File: src/rtl/reorder_buffer_if.sv
// rtl/reorder_buffer_if.sv - reorder buffer allocate/writeback/read/commit signal bundle
`ifndef REG_ADDR_BUS
`define REG_ADDR_BUS 4:0
`endif
`ifndef EXC_TYPE_BUS
`define EXC_TYPE_BUS 4:0
`endif
`ifndef ADDR_BUS
`define ADDR_BUS 31:0
`endif
`ifndef DATA_BUS
`define DATA_BUS 31:0
`endif

interface reorder_buffer_if #(
    parameter int ROB_ADDR_WIDTH = 3
);
    logic                      flush;
    logic                      alloc_en;
    logic                      alloc_ready;
    logic                      alloc_reg_write_en;
    logic [`REG_ADDR_BUS]      alloc_reg_write_addr;
    logic [`EXC_TYPE_BUS]      alloc_exception_type;
    logic                      alloc_is_delayslot;
    logic [`ADDR_BUS]          alloc_pc;
    logic [ROB_ADDR_WIDTH-1:0] alloc_id;
    logic                      wb_en;
    logic [ROB_ADDR_WIDTH-1:0] wb_id;
    logic [`DATA_BUS]          wb_data;
    logic [ROB_ADDR_WIDTH-1:0] read_id;
    logic                      read_done;
    logic [`DATA_BUS]          read_data;
    logic                      commit_stall;
    logic                      commit_en;
    logic                      commit_reg_write_en;
    logic [`REG_ADDR_BUS]      commit_reg_write_addr;
    logic [`DATA_BUS]          commit_data;
    logic [`EXC_TYPE_BUS]      commit_exception_type;
    logic                      commit_is_delayslot;
    logic [`ADDR_BUS]          commit_pc;
    logic                      empty;

    modport master (
        output flush, alloc_en, alloc_reg_write_en, alloc_reg_write_addr,
               alloc_exception_type, alloc_is_delayslot, alloc_pc,
               wb_en, wb_id, wb_data, read_id, commit_stall,
        input  alloc_ready, alloc_id, read_done, read_data, commit_en,
               commit_reg_write_en, commit_reg_write_addr, commit_data,
               commit_exception_type, commit_is_delayslot, commit_pc, empty
    );

    modport slave (
        input  flush, alloc_en, alloc_reg_write_en, alloc_reg_write_addr,
               alloc_exception_type, alloc_is_delayslot, alloc_pc,
               wb_en, wb_id, wb_data, read_id, commit_stall,
        output alloc_ready, alloc_id, read_done, read_data, commit_en,
               commit_reg_write_en, commit_reg_write_addr, commit_data,
               commit_exception_type, commit_is_delayslot, commit_pc, empty
    );
endinterface

File: src/rtl/reorder_buffer.sv
// rtl/reorder_buffer.sv - in-order alloc, out-of-order completion, in-order retire; optional macro ROB_READ_BYPASS_EN
`ifndef REG_ADDR_BUS
`define REG_ADDR_BUS 4:0
`endif
`ifndef EXC_TYPE_BUS
`define EXC_TYPE_BUS 4:0
`endif
`ifndef ADDR_BUS
`define ADDR_BUS 31:0
`endif
`ifndef DATA_BUS
`define DATA_BUS 31:0
`endif

module reorder_buffer #(
    parameter int ROB_ADDR_WIDTH = 3
) (
    input logic                 clk,
    input logic                 rst,
    reorder_buffer_if.slave     bus
);
    localparam int AW    = ROB_ADDR_WIDTH;
    localparam int DEPTH = 1 << AW;
    localparam logic [AW:0] PTR_ONE = {{AW{1'b0}}, 1'b1};

    // Pointers carry an extra wrap bit so full and empty are distinguishable.
    logic [AW:0]          head;
    logic [AW:0]          tail;
    logic [AW-1:0]        head_idx;
    logic [AW-1:0]        tail_idx;
    logic [DEPTH-1:0]     valid;
    logic [DEPTH-1:0]     done;
    logic [DEPTH-1:0]     reg_write_en;
    logic [DEPTH-1:0]     is_delayslot;
    logic [`REG_ADDR_BUS] reg_write_addr [DEPTH];
    logic [`EXC_TYPE_BUS] exception_type [DEPTH];
    logic [`DATA_BUS]     data           [DEPTH];
    logic [`ADDR_BUS]     pc             [DEPTH];

    logic full;
    logic do_alloc;
    logic do_wb;
    logic do_commit;

    assign head_idx = head[AW-1:0];
    assign tail_idx = tail[AW-1:0];
    assign full     = (head_idx == tail_idx) && (head[AW] != tail[AW]);

    // Status, handshake and per-cycle event decode, all from registered state.
    always_comb begin
        bus.empty       = (head == tail);
        bus.alloc_ready = !full;
        bus.alloc_id    = tail_idx;
        do_alloc        = bus.alloc_en && !full;
        do_wb           = bus.wb_en && valid[bus.wb_id];
        do_commit       = valid[head_idx] && done[head_idx] && !bus.commit_stall;
    end

    // Pointers, valid/done flags and the registered retire port; flush discards the whole cycle.
    always_ff @(posedge clk) begin
        if (!rst) begin
            head                      <= '0;
            tail                      <= '0;
            valid                     <= '0;
            done                      <= '0;
            bus.commit_en             <= 1'b0;
            bus.commit_reg_write_en   <= 1'b0;
            bus.commit_reg_write_addr <= '0;
            bus.commit_data           <= '0;
            bus.commit_exception_type <= '0;
            bus.commit_is_delayslot   <= 1'b0;
            bus.commit_pc             <= '0;
        end else if (bus.flush) begin
            head          <= '0;
            tail          <= '0;
            valid         <= '0;
            done          <= '0;
            bus.commit_en <= 1'b0;
        end else begin
            if (do_wb) begin
                done[bus.wb_id] <= 1'b1;
            end
            // Alloc and commit never hit the same slot: that needs full (no alloc) or empty (no commit).
            if (do_alloc) begin
                valid[tail_idx] <= 1'b1;
                done[tail_idx]  <= (bus.alloc_exception_type != '0);
                tail            <= tail + PTR_ONE;
            end
            if (do_commit) begin
                valid[head_idx]           <= 1'b0;
                head                      <= head + PTR_ONE;
                bus.commit_en             <= 1'b1;
                bus.commit_reg_write_en   <= reg_write_en[head_idx] && (exception_type[head_idx] == '0);
                bus.commit_reg_write_addr <= reg_write_addr[head_idx];
                bus.commit_data           <= data[head_idx];
                bus.commit_exception_type <= exception_type[head_idx];
                bus.commit_is_delayslot   <= is_delayslot[head_idx];
                bus.commit_pc             <= pc[head_idx];
            end else begin
                bus.commit_en <= 1'b0;
            end
        end
    end

    // Entry payload; no reset needed because valid gates every consumer.
    always_ff @(posedge clk) begin
        if (rst && !bus.flush) begin
            if (do_alloc) begin
                reg_write_en[tail_idx]   <= bus.alloc_reg_write_en;
                reg_write_addr[tail_idx] <= bus.alloc_reg_write_addr;
                exception_type[tail_idx] <= bus.alloc_exception_type;
                is_delayslot[tail_idx]   <= bus.alloc_is_delayslot;
                pc[tail_idx]             <= bus.alloc_pc;
                data[tail_idx]           <= '0;
            end
            if (do_wb) begin
                data[bus.wb_id] <= bus.wb_data;
            end
        end
    end

    // Operand lookup for dispatch, optionally forwarding the writeback in flight.
    always_comb begin
        bus.read_done = valid[bus.read_id] && done[bus.read_id];
        bus.read_data = data[bus.read_id];
`ifdef ROB_READ_BYPASS_EN
        if (bus.wb_en && (bus.wb_id == bus.read_id) && valid[bus.read_id]) begin
            bus.read_done = 1'b1;
            bus.read_data = bus.wb_data;
        end
`endif
    end
endmodule

File: src/flat_wrapper.sv
// flat-port wrapper written by rule: the top's interface ports become plain ports
module reorder_buffer_flat 
#(
    parameter int ROB_ADDR_WIDTH = 3
)
  (clk, rst, bus_flush, bus_alloc_en, bus_alloc_reg_write_en, bus_alloc_reg_write_addr, bus_alloc_exception_type, bus_alloc_is_delayslot, bus_alloc_pc, bus_wb_en, bus_wb_id, bus_wb_data, bus_read_id, bus_commit_stall, bus_alloc_ready, bus_alloc_id, bus_read_done, bus_read_data, bus_commit_en, bus_commit_reg_write_en, bus_commit_reg_write_addr, bus_commit_data, bus_commit_exception_type, bus_commit_is_delayslot, bus_commit_pc, bus_empty);
  reorder_buffer_if #(.ROB_ADDR_WIDTH(ROB_ADDR_WIDTH)) bus_i ();
  input logic clk;
  input logic rst;
  input wire logic [$bits(bus_i.flush)-1:0] bus_flush;
  input wire logic [$bits(bus_i.alloc_en)-1:0] bus_alloc_en;
  input wire logic [$bits(bus_i.alloc_reg_write_en)-1:0] bus_alloc_reg_write_en;
  input wire logic [$bits(bus_i.alloc_reg_write_addr)-1:0] bus_alloc_reg_write_addr;
  input wire logic [$bits(bus_i.alloc_exception_type)-1:0] bus_alloc_exception_type;
  input wire logic [$bits(bus_i.alloc_is_delayslot)-1:0] bus_alloc_is_delayslot;
  input wire logic [$bits(bus_i.alloc_pc)-1:0] bus_alloc_pc;
  input wire logic [$bits(bus_i.wb_en)-1:0] bus_wb_en;
  input wire logic [$bits(bus_i.wb_id)-1:0] bus_wb_id;
  input wire logic [$bits(bus_i.wb_data)-1:0] bus_wb_data;
  input wire logic [$bits(bus_i.read_id)-1:0] bus_read_id;
  input wire logic [$bits(bus_i.commit_stall)-1:0] bus_commit_stall;
  output wire logic [$bits(bus_i.alloc_ready)-1:0] bus_alloc_ready;
  output wire logic [$bits(bus_i.alloc_id)-1:0] bus_alloc_id;
  output wire logic [$bits(bus_i.read_done)-1:0] bus_read_done;
  output wire logic [$bits(bus_i.read_data)-1:0] bus_read_data;
  output wire logic [$bits(bus_i.commit_en)-1:0] bus_commit_en;
  output wire logic [$bits(bus_i.commit_reg_write_en)-1:0] bus_commit_reg_write_en;
  output wire logic [$bits(bus_i.commit_reg_write_addr)-1:0] bus_commit_reg_write_addr;
  output wire logic [$bits(bus_i.commit_data)-1:0] bus_commit_data;
  output wire logic [$bits(bus_i.commit_exception_type)-1:0] bus_commit_exception_type;
  output wire logic [$bits(bus_i.commit_is_delayslot)-1:0] bus_commit_is_delayslot;
  output wire logic [$bits(bus_i.commit_pc)-1:0] bus_commit_pc;
  output wire logic [$bits(bus_i.empty)-1:0] bus_empty;
  assign bus_i.flush = bus_flush;
  assign bus_i.alloc_en = bus_alloc_en;
  assign bus_i.alloc_reg_write_en = bus_alloc_reg_write_en;
  assign bus_i.alloc_reg_write_addr = bus_alloc_reg_write_addr;
  assign bus_i.alloc_exception_type = bus_alloc_exception_type;
  assign bus_i.alloc_is_delayslot = bus_alloc_is_delayslot;
  assign bus_i.alloc_pc = bus_alloc_pc;
  assign bus_i.wb_en = bus_wb_en;
  assign bus_i.wb_id = bus_wb_id;
  assign bus_i.wb_data = bus_wb_data;
  assign bus_i.read_id = bus_read_id;
  assign bus_i.commit_stall = bus_commit_stall;
  assign bus_alloc_ready = bus_i.alloc_ready;
  assign bus_alloc_id = bus_i.alloc_id;
  assign bus_read_done = bus_i.read_done;
  assign bus_read_data = bus_i.read_data;
  assign bus_commit_en = bus_i.commit_en;
  assign bus_commit_reg_write_en = bus_i.commit_reg_write_en;
  assign bus_commit_reg_write_addr = bus_i.commit_reg_write_addr;
  assign bus_commit_data = bus_i.commit_data;
  assign bus_commit_exception_type = bus_i.commit_exception_type;
  assign bus_commit_is_delayslot = bus_i.commit_is_delayslot;
  assign bus_commit_pc = bus_i.commit_pc;
  assign bus_empty = bus_i.empty;
  reorder_buffer #(.ROB_ADDR_WIDTH(ROB_ADDR_WIDTH)) u_core (.clk(clk), .rst(rst), .bus(bus_i));
endmodule
File: config.mk
export PLATFORM = sky130hd
export DESIGN_NAME = reorder_buffer_flat
export DESIGN_NICKNAME = d
export VERILOG_FILES = /design/src/rtl/reorder_buffer_if.sv /design/src/rtl/reorder_buffer.sv /design/src/flat_wrapper.sv
export SDC_FILE = /design/constraint.sdc
export NUM_CORES = 1
export LEC_CHECK = 0
export CAP_MARGIN = 10
export CORE_MARGIN = 2
export CORE_UTILIZATION = 60
export CTS_CLUSTER_DIAMETER = 100
export DETAILED_ROUTE_END_ITERATION = 10
export GPL_TIMING_DRIVEN = 0
export PLACE_DENSITY = 0.81
export SLEW_MARGIN = 20
export SYNTH_ARGS = -nofsm -noshare
export SYNTH_HDL_FRONTEND = slang
export SYNTH_SLANG_ARGS = --single-unit
export TNS_END_PERCENT = 10
File: constraint.sdc
create_clock -name clk -period 12.4 [get_ports clk]
set_clock_uncertainty 0.15 [all_clocks]
set_input_delay 2.48 -clock clk [delete_from_list [all_inputs] [get_ports clk]]
set_output_delay 2.48 -clock clk [all_outputs]
set_load 0.005 [all_outputs]
==> results of run 1 <==
-- stage by stage --
step	setup TNS [ps]	cell area (µm²)	cells	power [µW]
final	0	36220	2771	4908
after detailed placement	0	33860	2629	2830
after global placement	-73410	33440	2590	2822
after floorplan	0	30630	1721	2728
after global routing	0	36220	2769	5026
after CTS	0	36170	2765	4916
-- cell type report --
cell class,count,share of cell area [%]
Timing Repair Buffer,238,6.570
Tap cell,672,2.321
Inverter,2,0.02073
Sequential cell,712,56.15
Antenna cell,4,0.02763
Multi-Input combinational cell,881,26.94
Clock buffer,103,5.665
Buffer,126,1.575
Clock inverter,33,0.7220
-- power by group --
group	switching (µW)	internal [µW]
clock network	919	1210
logic	92.9	87.8
registers	5.69	2600
total	1020	3890
-- cell usage after synthesis (all sizes together) (15+ instances only) --
master / instances / area, µm²
mux2i: 78 / 780.8
clkbuf: 70 / 262.8
a211oi: 15 / 112.6
dfxtp: 104 / 2082
o211a: 71 / 710.7
and2: 261 / 1633
nand2: 86 / 322.8
mux2: 39 / 439.2
mux4: 220 / 4955
edfxtp: 608 / 18260
nor2: 17 / 63.81
buf: 56 / 307.8
-- worst max path at each step --
stage	start	to	slack (ps)	cells after the start
final	bus_read_id[0]	bus_read_done	4660	5
after global routing	bus_read_id[0]	bus_read_done	4570	5
after CTS	bus_read_id[0]	bus_read_done	4630	5
after floorplan	rst	u_core.data[6][0]	3680	5
after global placement	bus_flush	u_core.data[6][19]	-1760	5
after detailed placement	bus_read_id[0]	bus_read_done	4620	5
-- worst max-delay path: stages --
cell and delay, ps:
buf_1 590, buf_2 520, mux4_2 550, mux2i_1 370, clkdlybuf4s50_1 590
-- sequential cells by signal, summed over array words and instances (netlist names), 4 cells and up, named ones only --
signal / cells
u_core.reg_write_addr: 40
u_core.bus.commit_data: 32
u_core.reg_write_en: 8
u_core.tail: 4
u_core.valid: 8
u_core.head: 4
u_core.is_delayslot: 8
u_core.done: 8
u_core.exception_type: 40
u_core.pc: 256
u_core.data: 256
u_core.bus.commit_reg_write_addr: 5
u_core.bus.commit_exception_type: 5
u_core.bus.commit_pc: 32
-- cells by family (layout without fill, tap and decap cells) --
group                      after synthesis  count (layout)  share of synthesized area (%)
and+or+nand+nor                        428             428                          7.924
DFF                                    712             712                          66.40
xor gates and xnor gates                 7               7                         0.2002
buffers and inverters                  128             502                          1.887
muxes                                  337             337                          20.16
AOI/OAI and AO/OA                      107             107                          3.349
other                                    0               4                              0
adders and majority gates                2               2                        0.08168
-- metal layers --
layer	vias up	global-route usage (%)	share of wire, %
met4	16	10.18	3.0
met3	196	7.378	9.4
met1	9114	39.16	37
li1	7432	-	-
met2	1024	49.90	51
met5	-	0	0.13
==> results.cfg, run 1 <==
[sta]
hold_viol = 0
max_slew_margin_pct = 23.39
setup_viol = 0
fin_crit_sh_pct = 62.40
grt_setup_unrepaired = no
fin_ws_ps = 4662
fmax_ghz = 0.1292
slew_violations = 0
holdWs_ps = 346.4
fin_crit_ps = 7738
worst_pin_slew_ps = 1149

[route]
drt_first_pass_iters = 7
drtIter0Drc = 2142
routed-via-count = 17782
drc = 0
viasPerCell = 6.417
wl_per_cell_um = 28.33
routed_wl_um = 78510
postRouteAntennaNets = 0

[die]
start_util_pct = 60.93
boundaryPins = 203
core-area_um2 = 50270
rows = 82
die-width_um = 230.0
die-area_um2 = 52880
die_y_um = 230.0

[clock_network]
clk_pin_slew_ps = 60
post-cts-setup-buffers = 0
cts_tree = yes
cts-hold-fix-buffers = 0
clockBufferDepth = 3
htreeDepth = 3
cts_resized = 0
insertion_delay_ps = 620
root_buffer = clkbuf_16
cts_buffers = 73
clock-sinks = 712

[finish]
multi_input_area_um2 = 9759
final_common_cell = edfxtp_1
n_fill_cell = 3047
seq_area_um2 = 20340
nets = 2124
drive_above_1_share_pct = 22.72
mostFrequentLayoutCells = edfxtp_1, and2_1, mux4_2, clkdlybuf4s50_1, dfxtp_1
utilization_pct = 72.05
area_growth_pct = 18.25

[global_routing]
first_global_vias = 18262
grt_max_degree = 39
track_usage_pct = 30.02
grt_pass1_wl_um = 115600
grt.overflow.total = 0
antenna_found_initial = 11

[placement]
pre_cts_ws_ps = 4616
hpwl_um = 49680
port_buffers = 197
gp_congestion = 0.9068

[min_path]
whs_path_depth = 1
holdCritPathClass = reg2reg
hold_path.startpoint = u_core.bus.commit_pc[16]
whs_endpoint = u_core.bus.commit_pc[16]

[critical_path]
reg2reg_from = u_core.tail[0]
crit_path_start_kind = primary input
path_max_fanout = 10
worstSetupPathType = in2out
end_kind = output pin
r2r_cells = 7
cp.arrival_ps = 5110
reg2reg_slack_ps = 8300
required_ps = 9770
reg2reg_to = u_core.data[0][24]

[outcome]
status = completed

[synthesis]
yosysWarnings = 0
syn_nets = 1811
postSynth.topFlopCell = edfxtp_1
synth_seq_area_share_pct = 66.40
synth_area_um2 = 30630
async_reset_ff_share_pct = 0
synthCells = 1721
syn_avg_cell_area_um2 = 17.80
ys_ff_latch = 712
synth_edf_count = 608
synthDistinctLibCells = 46

[power_and_ir_drop]
leakage_uw = 0.01270
power_density_nw_per_um2 = 135.5
ir_drop_v = 0.0001097

[run]
drv_cap = 0
Power figures use the tool's default switching activity.
==> run 2: changes to the inputs <==
--- a/config.mk
+++ b/config.mk
@@ -7,11 +7,11 @@
 export LEC_CHECK = 0
 export CAP_MARGIN = 10
 export CORE_MARGIN = 2
-export CORE_UTILIZATION = 60
+export CORE_UTILIZATION = 59
 export CTS_CLUSTER_DIAMETER = 100
 export DETAILED_ROUTE_END_ITERATION = 10
 export GPL_TIMING_DRIVEN = 0
-export PLACE_DENSITY = 0.81
+export PLACE_DENSITY = 0.8
 export SLEW_MARGIN = 20
 export SYNTH_ARGS = -nofsm -noshare
 export SYNTH_HDL_FRONTEND = slang
==> constraint.sdc (replaced) <==
create_clock -name clk -period 7.3 [get_ports clk]
set_clock_uncertainty 0.15 [all_clocks]
set_input_delay 1.46 -clock clk [delete_from_list [all_inputs] [get_ports clk]]
set_output_delay 1.46 -clock clk [all_outputs]
set_load 0.005 [all_outputs]
==> run 2 against run 1 <==
Critical path depth unchanged. Sequential power up 70%. Worst hold slack better by 1.3 ps. Die area up 1.7%. First-iteration DRC count down 5.5%. Flip-flop and latch count unchanged. Via count up 0.43%. Critical path type unchanged. Critical endpoint unchanged.
==> results.cfg, run 2 (same netlist as run 1, synthesis figures left out) <==
[critical_path]
path_buf_inv = 3
reg2reg_slack_ps = 3000
cp_slowest_stage_delay_ps = 630
r2r_cells = 7
reg2reg_from = u_core.tail[0]
cp_slowest_cell = buf_1
cp.arrival_ps = 4070
end_kind = output pin
worstSetupPathType = in2out
crit_path_start_kind = primary input
path_max_fanout = 10
required_ps = 5690
path_delay_family = buffers and inverters
path_cells = buf_1 > buf_2 > mux4_2 > mux2i_1 > clkdlybuf4s50_1
reg2reg_to = u_core.data[0][26]

[finish]
nets = 2119
drive_above_1_share_pct = 22.18
n_fill_cell = 3256
mostFrequentLayoutCells = edfxtp_1, and2_1, mux4_2, clkdlybuf4s50_1, dfxtp_1
top_regs = u_core.data (256), u_core.pc (256)
layout.cells.non_filler = 2771
area_growth_pct = 17.99
final_common_cell = edfxtp_1
utilization_pct = 70.45

[placement]
gp_congestion = 0.9122
placed_cells = 2634
hpwl_um = 50270
port_buffers = 197

[global_routing]
track_usage_pct = 29.81
antenna_found_initial = 6
grt.overflow.total = 0
grt_pass1_wl_um = 116400
first_global_vias = 18534
grt_max_degree = 37

[sta]
fin_crit_sh_pct = 77.80
fmax_ghz = 0.1761
worst_pin_slew_ps = 1173
grt_setup_unrepaired = no
max_slew_margin_pct = 21.78
fin_crit_ps = 5679
slew_violations = 0
hold_viol = 0
setup_viol = 0

[die]
start_util_pct = 59.71
rows = 83
die_y_um = 231.9
die-width_um = 231.9
core-area_um2 = 51300
die-area_um2 = 53760
boundaryPins = 203

[min_path]
hold_path.startpoint = u_core.bus.commit_pc[27]
whs_endpoint = u_core.bus.commit_pc[27]
whs_path_depth = 1
holdCritPathClass = reg2reg

[route]
postRouteAntennaNets = 0
viasPerCell = 6.445
routed-via-count = 17858
wl_per_cell_um = 28.35
drc = 0
drt_first_pass_iters = 6
drtIter0Drc = 2024
routed_wl_um = 78540

[clock_network]
clock-sinks = 712
root_buffer = clkbuf_16
cts-hold-fix-buffers = 0
clockBufferDepth = 3
clk_pin_slew_ps = 60
post-cts-setup-buffers = 0
cts_resized = 0
cts_buffers = 72
cts_tree = yes
insertion_delay_ps = 630
htreeDepth = 3

[power_and_ir_drop]
power_density_nw_per_um2 = 228.1
leakage_uw = 0.01265
ir_drop_v = 0.0001973

[run]
drv_cap = 0

[outcome]
status = completed
==> run 2: cell count changes in the layout (fill, tap and decap cells not counted), moves of 2 or more <==
| cell | change |
|---|---|
| clkinvlp_4 | -2 |
| buf_16 | +3 |
| clkinv_2 | -2 |
| or2_4 | +2 |
| or2_2 | -2 |
| clkinv_1 | +3 |
| bufinv_16 | -2 |
| buf_12 | -3 |
| buf_2 | -4 |
| nor4_2 | -2 |
==> run 2: where the power goes <==
part	leakage [µW]	internal (µW)	total (µW)	switching [µW]
registers	0.00657	4410	4420	9.36
clock network	0.00109	1970	3520	1540
logic	0.00499	149	306	157
==> run 2: worst max path at each step <==
stage	from	to	slack, ps	cells after the start
global route	bus_read_id[0]	bus_read_done	1410	5
global placement	bus_alloc_en	u_core.data[7][22]	-3240	5
floorplan	rst	u_core.data[1][0]	950	5
finish	bus_read_id[0]	bus_read_done	1620	5
CTS	bus_read_id[0]	bus_read_done	1540	5
detailed placement	bus_read_id[0]	bus_read_done	1550	5
==> run 2: routing by layer <==
layer  vias to the layer above  GRT usage, %  share of wire, %
met4                         8         11.32               3.4
li1                       7427             -                 -
met5                         -             0             0.065
met2                      1005         48.92                50
met3                       197         6.422               8.9
met1                      9221         39.54                38
==> run 2: worst reg2reg max path: stages (launching register included) <==
cell      delay, ps
dfxtp_1         370
clkbuf_1        410
xor2_1          370
o41ai_4         200
nor4_1          740
and2_4          420
buf_16          290
or2_2           900
==> run 2: cell type report <==
type | instances | area (µm²) | share of cell area (%)
Multi-Input combinational cell | 881 | 9767 | 27.02
Clock inverter | 28 | 151.4 | 0.4189
Sequential cell | 712 | 20340 | 56.28
Buffer | 126 | 570.5 | 1.579
Timing Repair Buffer | 234 | 2379 | 6.581
Clock buffer | 104 | 2067 | 5.719
Antenna cell | 4 | 10.01 | 0.02770
Tap cell | 680 | 850.8 | 2.354
Inverter | 2 | 7.507 | 0.02077
==> run 2: through the flow <==
step	setup slack (ps)	area (µm²)	power, µW	setup TNS (ps)	hold slack, ps
2_1_floorplan	947.5	30640	4634	0	310.4
3_3_place_gp	-3241	33460	4794	-837960	327.7
3_5_place_dp	1546	33880	4808	0	335.3
4_1_cts	1536	36100	8260	0	350.6
5_1_grt	1415	36130	8433	0	365.1
6_report	1621	36140	8243	0	347.6
==> run 3: changes to the inputs <==
==> constraint.sdc (replaced) <==
create_clock -name clk -period 5.3 [get_ports clk]
set_clock_uncertainty 0.15 [all_clocks]
set_input_delay 1.06 -clock clk [delete_from_list [all_inputs] [get_ports clk]]
set_output_delay 1.06 -clock clk [all_outputs]
set_load 0.005 [all_outputs]
==> results of run 3 <==
Same layout as run 2 (identical final DEF). Status: completed.
Main changes from that run: setup slack after placement 1546 ps -> 345.5 ps; setup slack after layout 1621 ps -> 420.6 ps; register-to-register setup slack 3000 ps -> 1000 ps; total power 8243 µW -> 11350 µW; worst IR drop on VDD 0.0001973 V -> 0.0002717 V
